File: config.mk
export PLATFORM = sky130hd
export DESIGN_NAME = uart_rx_fifo
export DESIGN_NICKNAME = d
export VERILOG_FILES = /design/src/rtl/uart_rx_fifo.sv
export SDC_FILE = /design/constraint.sdc
export NUM_CORES = 1
export LEC_CHECK = 0
export ABC_AREA = 1
export BUFFER_PORTS_ARGS = -buffer_cell sky130_fd_sc_hd__buf_2
export CAP_MARGIN = 20
export CORE_ASPECT_RATIO = 0.75
export CORE_MARGIN = 2
export CORE_UTILIZATION = 30
export DETAILED_ROUTE_END_ITERATION = 10
export HOLD_SLACK_MARGIN = 0.15
export SYNTH_ARGS = -nofsm -noshare
export SYNTH_HDL_FRONTEND = slang
export SYNTH_SLANG_ARGS = --single-unit
File: constraint.sdc
create_clock -name clk -period 7.3 [get_ports clk]
set_clock_uncertainty 0.2 [all_clocks]
set_input_delay 0.365 -clock clk [delete_from_list [all_inputs] [get_ports clk]]
set_output_delay 0.365 -clock clk [all_outputs]
set_load 0.005 [all_outputs]
File: src/rtl/uart_rx_fifo.sv
`default_nettype none
// ============================================================================
// Module   : uart_rx_fifo
// Purpose  : UART receive front end. Oversamples the serial rx pin with a
//            16x baud strobe, deserialises 8N1 frames (LSB first) and queues
//            completed bytes in a show-ahead byte FIFO drained by MMIO reads.
// Revision : 1.0 - initial release
// ----------------------------------------------------------------------------
// Ports:
//   clk        in   core clock
//   Rst        in   asynchronous active-high reset
//   baud_tick  in   one-clk strobe at OVS x baud rate
//   rx         in   asynchronous serial input, idles high
//   rd_en      in   pop head entry (ignored while empty)
//   clr_err    in   clear sticky error flags
//   rd_data    out  FIFO head byte (0 while empty)
//   empty      out  FIFO has no entries
//   full       out  FIFO holds DEPTH entries
//   count      out  current occupancy
//   overrun    out  sticky: byte arrived while full and was dropped
//   frame_err  out  sticky: stop bit sampled low
//   rx_busy    out  receiver is mid-frame
//   parity_err out  sticky: even-parity mismatch (UART_RX_PARITY_EN only)
// Build option:
//   UART_RX_PARITY_EN - when defined, frames are 8E1 with a parity bit
//                       between the data bits and the stop bit.
// ============================================================================
module uart_rx_fifo #(
  parameter int DEPTH       = 16,
  parameter int OVS         = 16,
  parameter int SYNC_STAGES = 2
) (
  input  logic                     clk,
  input  logic                     Rst,
  input  logic                     baud_tick,
  input  logic                     rx,
  input  logic                     rd_en,
  input  logic                     clr_err,
  output logic [7:0]               rd_data,
  output logic                     empty,
  output logic                     full,
  output logic [$clog2(DEPTH):0]   count,
  output logic                     overrun,
  output logic                     frame_err,
`ifdef UART_RX_PARITY_EN
  output logic                     parity_err,
`endif
  output logic                     rx_busy
);

  localparam int c_addr_w = $clog2(DEPTH);
  localparam int c_tick_w = (OVS > 1) ? $clog2(OVS) : 1;
  localparam logic [c_tick_w-1:0] c_tick_mid  = c_tick_w'(OVS/2 - 1);
  localparam logic [c_tick_w-1:0] c_tick_last = c_tick_w'(OVS - 1);
  localparam logic [c_addr_w:0]   c_full      = (c_addr_w+1)'(DEPTH);

  typedef enum logic [2:0] {
    S_IDLE,
    S_START,
    S_DATA,
`ifdef UART_RX_PARITY_EN
    S_PARITY,
`endif
    S_STOP
  } state_t;

  // --------------------------------------------------------------------------
  // rx synchroniser (resets to the idle level so reset never looks like a
  // start bit)
  // --------------------------------------------------------------------------
  logic [SYNC_STAGES-1:0] r_sync;
  logic                   w_rxs;

  always_ff @(posedge clk or posedge Rst) begin
    if (Rst) r_sync <= '1;
    else     r_sync <= {r_sync[SYNC_STAGES-2:0], rx};
  end

  assign w_rxs = r_sync[SYNC_STAGES-1];

  // --------------------------------------------------------------------------
  // Receiver FSM
  // --------------------------------------------------------------------------
  state_t                r_state, w_state_nxt;
  logic [c_tick_w-1:0]   r_tick,  w_tick_nxt;
  logic [2:0]            r_bit,   w_bit_nxt;
  logic [7:0]            r_shreg, w_shreg_nxt;
  logic                  w_push;
  logic                  w_ferr_set;
`ifdef UART_RX_PARITY_EN
  logic                  w_perr_set;
`endif

  always_ff @(posedge clk or posedge Rst) begin
    if (Rst) begin
      r_state <= S_IDLE;
      r_tick  <= '0;
      r_bit   <= '0;
      r_shreg <= '0;
    end else begin
      r_state <= w_state_nxt;
      r_tick  <= w_tick_nxt;
      r_bit   <= w_bit_nxt;
      r_shreg <= w_shreg_nxt;
    end
  end

  always_comb begin
    w_state_nxt = r_state;
    w_tick_nxt  = r_tick;
    w_bit_nxt   = r_bit;
    w_shreg_nxt = r_shreg;
    w_push      = 1'b0;
    w_ferr_set  = 1'b0;
`ifdef UART_RX_PARITY_EN
    w_perr_set  = 1'b0;
`endif
    if (baud_tick) begin
      case (r_state)
        S_IDLE: begin
          if (!w_rxs) begin
            w_state_nxt = S_START;
            w_tick_nxt  = '0;
          end
        end
        S_START: begin
          // Re-check the line half a bit in; a high level means a glitch.
          if (r_tick == c_tick_mid) begin
            w_tick_nxt = '0;
            if (!w_rxs) begin
              w_state_nxt = S_DATA;
              w_bit_nxt   = '0;
            end else begin
              w_state_nxt = S_IDLE;
            end
          end else begin
            w_tick_nxt = r_tick + 1'b1;
          end
        end
        S_DATA: begin
          if (r_tick == c_tick_last) begin
            w_tick_nxt          = '0;
            w_shreg_nxt[r_bit]  = w_rxs;
            w_bit_nxt           = r_bit + 3'd1;
            if (r_bit == 3'd7) begin
`ifdef UART_RX_PARITY_EN
              w_state_nxt = S_PARITY;
`else
              w_state_nxt = S_STOP;
`endif
            end
          end else begin
            w_tick_nxt = r_tick + 1'b1;
          end
        end
`ifdef UART_RX_PARITY_EN
        S_PARITY: begin
          if (r_tick == c_tick_last) begin
            w_tick_nxt  = '0;
            // Even parity: data ones plus the parity bit must be even.
            w_perr_set  = ^{r_shreg, w_rxs};
            w_state_nxt = S_STOP;
          end else begin
            w_tick_nxt = r_tick + 1'b1;
          end
        end
`endif
        S_STOP: begin
          if (r_tick == c_tick_last) begin
            w_tick_nxt  = '0;
            w_push      = w_rxs;
            w_ferr_set  = ~w_rxs;
            w_state_nxt = S_IDLE;
          end else begin
            w_tick_nxt = r_tick + 1'b1;
          end
        end
        default: w_state_nxt = S_IDLE;
      endcase
    end
  end

  assign rx_busy = (r_state != S_IDLE);

  // --------------------------------------------------------------------------
  // Show-ahead FIFO with one extra pointer bit to tell full from empty
  // --------------------------------------------------------------------------
  logic [7:0]          r_mem [DEPTH];
  logic [c_addr_w:0]   r_wr_ptr, r_rd_ptr;
  logic                w_pop, w_wr, w_ovr_set;

  assign count = r_wr_ptr - r_rd_ptr;
  assign empty = (count == '0);
  assign full  = (count == c_full);

  assign w_pop     = rd_en & ~empty;
  // A pop in the same cycle frees the slot, so a full FIFO still accepts.
  assign w_wr      = w_push & (~full | w_pop);
  assign w_ovr_set = w_push & full & ~w_pop;

  always_ff @(posedge clk or posedge Rst) begin
    if (Rst) begin
      r_wr_ptr <= '0;
      r_rd_ptr <= '0;
    end else begin
      if (w_wr)  r_wr_ptr <= r_wr_ptr + 1'b1;
      if (w_pop) r_rd_ptr <= r_rd_ptr + 1'b1;
    end
  end

  // Storage needs no reset: pointers define which entries are live.
  always_ff @(posedge clk) begin
    if (w_wr) r_mem[r_wr_ptr[c_addr_w-1:0]] <= r_shreg;
  end

  assign rd_data = empty ? 8'h00 : r_mem[r_rd_ptr[c_addr_w-1:0]];

  // --------------------------------------------------------------------------
  // Sticky error flags; a new error wins over a simultaneous clear
  // --------------------------------------------------------------------------
  logic r_overrun, r_frame_err;

  always_ff @(posedge clk or posedge Rst) begin
    if (Rst) begin
      r_overrun   <= 1'b0;
      r_frame_err <= 1'b0;
    end else begin
      r_overrun   <= (r_overrun   & ~clr_err) | w_ovr_set;
      r_frame_err <= (r_frame_err & ~clr_err) | w_ferr_set;
    end
  end

  assign overrun   = r_overrun;
  assign frame_err = r_frame_err;

`ifdef UART_RX_PARITY_EN
  logic r_parity_err;

  always_ff @(posedge clk or posedge Rst) begin
    if (Rst) r_parity_err <= 1'b0;
    else     r_parity_err <= (r_parity_err & ~clr_err) | w_perr_set;
  end

  assign parity_err = r_parity_err;
`endif

endmodule
`default_nettype wire

### After elaboration in Yosys (flattened, before gate mapping)

Memory sizes are Yosys's and may differ from the RTL's.
Cells that the tools add are included.

* bits in registers: 32
* bits in writable memories: 128
* bits of input ports: 6
* output and inout port bits: 18
* logic and storage cells: 82
* memories: 1

Memories
* r_mem: depth 16, bits a word 8, read ports 1, clocked after Yosys merged registers in 0, wr ports 1, line 188 `logic [7:0] r_mem [DEPTH];`

* $add $sub $neg: 5
* $lt $le $gt $ge: 2
* equal/unequal tests: 13
* muxes and demuxes: 27
* bitwise gates (word level): 14
* reductions and logical operators: 11

Operators with widths (count)
* $mux W3: 8
* $mux W4: 3
* $ne A2 B2 Y1 const B: 6
* $pmux W3 S4: 1
* $pmux W4 S3: 1
* $add A5 B1 Y5 const B: 2
* $mux W1: 9
* $bwmux W8: 1
* $mux W8: 1
* $and A1 B1 Y1: 6
* $eq A3 B2 Y1 const B: 2
* $pmux W3 S2: 1
* $reduce_and A3 Y1: 2
* $reduce_and A6 Y1: 1
* $reduce_bool A3 Y1: 2
* $eq A5 B5 Y1 const B: 1
* $logic_not A5 Y1: 1
* $not A1 Y1: 5
* $reduce_and A5 Y1: 1
* $sub A5 B5 Y5: 1
* $add A4 B1 Y4 const B: 1
* $eq A4 B3 Y1 const B: 1
* $eq A4 B4 Y1 const B: 1
* $lt A3 B4 Y1 const B: 1
* 11 further kinds: 13

### Logic depth before layout (Yosys ltp)

* depth in word-level cells: 8
* depth in mapped cells: 12
* mapped depth without buffers: 12

### Least setup slack after synthesis

OpenSTA, ideal clock, no wires.

* path type: register -> register
* from: register r_wr_ptr[0]
* to: memory r_mem[0][0], enable pin
* library setup time: 0.370 ns
* arrival: 2.266 ns
* required time: 6.730 ns
* setup slack: 4.463 ns
* cell stages (with the launch flop): 11
* path buffers: 1
* period minus slack after synthesis: 2.837 ns
* cells stage by stage: dfrtp_1 > inv_1 > ha_1 > fa_1 > nand3b_1 > nand3_1 > nand2_2 > nand4_1 > buf_4 > nand3_1 > nor2_1

* cells in the longest elaborated chain, start to end: 8
* elaborated cells between the ends (all ways): 10
* those cells by class: add/sub: 1; eq/ne: 1; mux: 2; bitwise: 5; reduce/logical: 1

RTL lines
* start, declared: line 189 `logic [c_addr_w:0] r_wr_ptr, r_rd_ptr;`
* start signal, assigned: line 206 `if (w_wr) r_wr_ptr <= r_wr_ptr + 1'b1;`
* $sub A5 B5 Y5 *: line 192 `assign count = r_wr_ptr - r_rd_ptr;`
* via count[4]: line 42 `output logic [$clog2(DEPTH):0] count,`
* $logic_not A5 Y1: line 193 `assign empty = (count == '0);`
* $not A1 Y1: line 196 `assign w_pop = rd_en & ~empty;`
* $and A1 B1 Y1: line 196
* $or A1 B1 Y1 *: line 198 `assign w_wr = w_push & (~full | w_pop);`
* $and A1 B1 Y1 *: line 198
* $mux W1 *: line 213 `if (w_wr) r_mem[r_wr_ptr[c_addr_w-1:0]] <= r_shreg;`
* $mux W1 (implied by the code) *: line 213
* end, declared: line 188

The timed path passes the listed nets; every way through them passes the cells marked *.

### Final worst setup path

* from: register r_rd_ptr[1]
* to: memory r_mem[2][3], enable pin

* cells in the longest elaborated chain, start to end: 8
* elaborated cells between the ends (all ways): 10
* those cells by class: add/sub: 1; eq/ne: 1; mux: 2; bitwise: 5; reduce/logical: 1

RTL lines
* start, declared: line 189
* start signal, assigned: line 207 `if (w_pop) r_rd_ptr <= r_rd_ptr + 1'b1;`
* $sub A5 B5 Y5 *: line 192
* $logic_not A5 Y1: line 193
* $not A1 Y1: line 196
* $and A1 B1 Y1: line 196
* $or A1 B1 Y1 *: line 198
* $and A1 B1 Y1 *: line 198
* $mux W1 *: line 213
* $mux W1 (implied by the code) *: line 213

Every way passes the cells marked *; elsewhere a longest branch is shown, timed or not.

==> impl_metrics.py <==
metrics = {
    "synth": {
        "yosysSeqAreaShare_pct": 66.7,
        "synth_cell_types": 33,
        "yosysWarnings": 0,
        "synth-edff-count": 128,
        "synth_most_common_cell": "nand2_1",
        "async_reset_ff_share_pct": 19.5,
        "synthXorXnorAreaFrac_pct": 1.01,
        "yosysTopAreaCell": "edfxtp_1",
        "yosysTopAreaCellShare_pct": 55.5,
        "ys_seq_elements": 159,
        "yosys.area_share.simple_pct": 22.8,
        "netlist_area_um2": 6930,
        "synth_fa_ha_area_share_pct": 2.46,
        "synthCells": 658,
        "synthMuxAreaShare_pct": 0,
        "ys_top_cells_by_count": "208 x nand2_1, 128 x edfxtp_1, 102 x nand3_1",
        "synth_area_leaders": "edfxtp_1 55%, nand2_1 11%, dfrtp_1 10%",
        "synthesis.nets": 677,
        "synth_top_family_by_area": "simple AND/OR/NAND/NOR gates",
        "synth_compound_area_share_pct": 3.31,
        "synthFlopType": "edfxtp_1",
        "syn_avg_cell_area_um2": 10.5,
    },
    "placed_design": {
        "dp_hpwl_mm": 10.9,
        "routabilityCongestion": 0.853,
        "portBuffers": 23,
        "place_ws_ps": 3340,
    },
    "setup_path": {
        "critPathArrivalTime_ps": 3920,
        "r2r_setup_slack_ps": 3230,
        "reg2reg_to": "r_mem[2][3]",
        "r2r-start": "r_rd_ptr[1]",
        "ff2ff_path_depth": 10,
        "cp-end-kind": "register",
        "start_kind": "register",
        "crit_type": "register to register",
        "cp_max_fo": 40,
        "worstPathRequired_ps": 7160,
    },
    "drt": {
        "wl_mm": 16.8,
        "wl_per_cell_um": 16.8,
        "dr_total_vias": 4656,
        "dr.pass1.iters": 6,
        "drt-initial-drc-count": 532,
        "drc": 0,
        "vias_per_cell": 4.67,
        "ant_nets": 0,
    },
    "flow_run": {
        "cap_violations": 0,
    },
    "clock_network": {
        "clkSinkCount": 159,
        "clk_pin_slew_worst_paths_ps": 60,
        "cts_buffers": 17,
        "clock_latency_ps": 430,
        "cts-resized-gates": 0,
        "clock_path_buffers": 2,
        "cts_tree": "built",
        "cts-root-buf": "clkbuf_16",
        "cts_max_level": 4,
    },
    "floorplanning": {
        "die_w_um": 179,
        "floorplan.initialDensity_pct": 30.4,
        "dieArea_um2": 24300,
        "die_h_um": 136,
        "rows": 48,
        "boundaryPins": 24,
        "core_area_um2": 22800,
    },
    "power_and_ir_drop": {
        "swShare_pct": 32.7,
        "sequentialPowerShare_pct": 40.2,
        "irDropWorstVdd_mv": 0.174,
        "clkPwrFrac_pct": 32.9,
        "total_power_w": 0.00257,
        "power_leakage_nw": 3.18,
        "p_switching_w": 0.000840,
        "p_comb_share_pct": 27.0,
        "power.density_nw_per_um2": 324,
        "power.internal_w": 0.00173,
    },
    "worst_hold_path": {
        "whs_endpoint": "r_sync[1]",
        "min_from": "r_sync[0]",
        "min_path_cells": 0,
        "min_path_type": "register to register",
    },
    "global_route": {
        "grt_pass1_vias": 4391,
        "grt_max_degree": 70,
        "grt_usage_pct": 14.1,
        "grt_pass1_wl_mm": 25.6,
        "grt_overflow": 0,
        "antenna_found_initial": 0,
    },
    "timing": {
        "relSlewSlack_pct": 30.2,
        "finalSetupViolations": 0,
        "fin_crit_sh_pct": 55.7,
        "fin_setup_tns_ps": 0,
        "rsz0062_at_grt": "false",
        "drv_slew": 0,
        "finalHoldViolations": 0,
        "worst_pin_slew_ps": 1050,
        "final.setup.worst_slack_ps": 3230,
        "finalCriticalPeriod_ps": 4070,
        "fmax_ghz": 0.246,
    },
    "cells_and_area": {
        "num-nets-final": 702,
        "syn_to_final_growth_pct": 14.5,
        "diodes": 0,
        "drive_above_1_share_pct": 10.2,
    },
    "status": {
        "outcome": "finished clean",
    },
}
[worst max path at each step]
stage           startpoint  cells past startpoint     endpoint  slack (ps)
3_5_place_dp   r_rd_ptr[1]                     10  r_mem[8][5]        3340
3_3_place_gp   r_rd_ptr[1]                     10  r_mem[0][3]        3420
6_report       r_rd_ptr[1]                     10  r_mem[2][3]        3230
2_1_floorplan  r_wr_ptr[0]                     10  r_mem[0][0]        4460
5_1_grt        r_rd_ptr[1]                      9  r_mem[9][3]        3020
4_1_cts        r_rd_ptr[1]                     10  r_mem[2][3]        3330
[repair_timing]
item | in CTS | in global routing
hold buffers | 4 | 0
buffers inserted | 0 | 0
endpoints found under the hold margin | 32 | 0
[metrics by stage]
stage	std cells	hold WS, ps	util (%)	area, µm²
final	996	158	34.7	7930
after detailed placement	960	151	32.1	7330
after global placement	960	148	32.1	7330
after floorplan	658	145	-	6930
after global routing	996	163	34.7	7930
after CTS	996	158	34.7	7930
[final cells by class]
cell class              count  area [µm²]
well taps                 300         375
clock buffers              21         440
inverters                  39         146
fillers                  2321       14900
flip-flops and latches    159        4620
clock inverters            11         119
repair buffers             30         178
multi-input cells         436        2050
[power groups by stage]
stage               sequential [W]  clock (W)  combinational (W)
CTS                        0.00103   0.000854           0.000697
floorplan                  0.00104          0           0.000475
global route               0.00104   0.000897           0.000773
global placement           0.00105          0           0.000686
detailed placement         0.00105          0           0.000694
finish                     0.00103   0.000844           0.000693
[cells in the final DEF (no fill, tap or decap), types with 2 or more instances in the layout]
cell type	netlist	layout
dfrtp_1	29	28
nor2_2	3	3
nand2_1	208	208
clkbuf_1	8	4
clkinv_1	2	2
nor2_1	48	48
o21ai_0	21	21
clkbuf_16	0	17
o21ai_1	4	4
nand4_1	2	2
edfxtp_1	128	128
a21oi_1	10	10
nor3_1	2	2
dlygate4sd3_1	0	4
o211ai_1	2	2
inv_2	2	3
bufinv_16	0	2
clkinvlp_4	0	4
buf_2	13	23
xor2_1	7	7
nand2_2	4	4
buf_4	1	3
nand3_1	102	102
o22ai_1	2	2
clkinv_2	0	4
dfstp_2	2	2
inv_1	35	34
ha_1	12	12
[per-layer routing]
metal | GRT usage [%] | part of all wire [%] | up-vias | wire length (µm)
li1 | - | - | 2288 | -
met1 | 20.4 | 48 | 2195 | 8120
met2 | 20.7 | 44 | 153 | 7310
met3 | 3.44 | 6.4 | 20 | 1080
met4 | 4.65 | 1.5 | 0 | 247
met5 | 0 | 0 | - | 0
[state kept, by name, summed over array words and instances, names as in the netlist]
signal     flops
r_rd_ptr       5
overrun        1
r_wr_ptr       5
frame_err      1
r_tick         4
r_state        2
r_mem        128
r_sync         2
r_bit          3
r_shreg        8
[logic make-up after synthesis]
| kind of cell | Yosys count |
|---|---|
| buf+inv | 63 |
| simple gates | 373 |
| flops | 159 |
| compound gates | 42 |
| fa+ha+maj | 13 |
| xor+xnor | 8 |
[critical path, stage by stage, from the launching register on]
cell and delay [ps]:
dfrtp_1 350, buf_4 270, inv_1 760, ha_1 390, nand2_1 70, nand2_1 40
nand3_1 60, nand2_1 80, nand4_1 390, nand3_1 380, nor2_1 660
No activity file was read; power rests on OpenSTA's default activity.
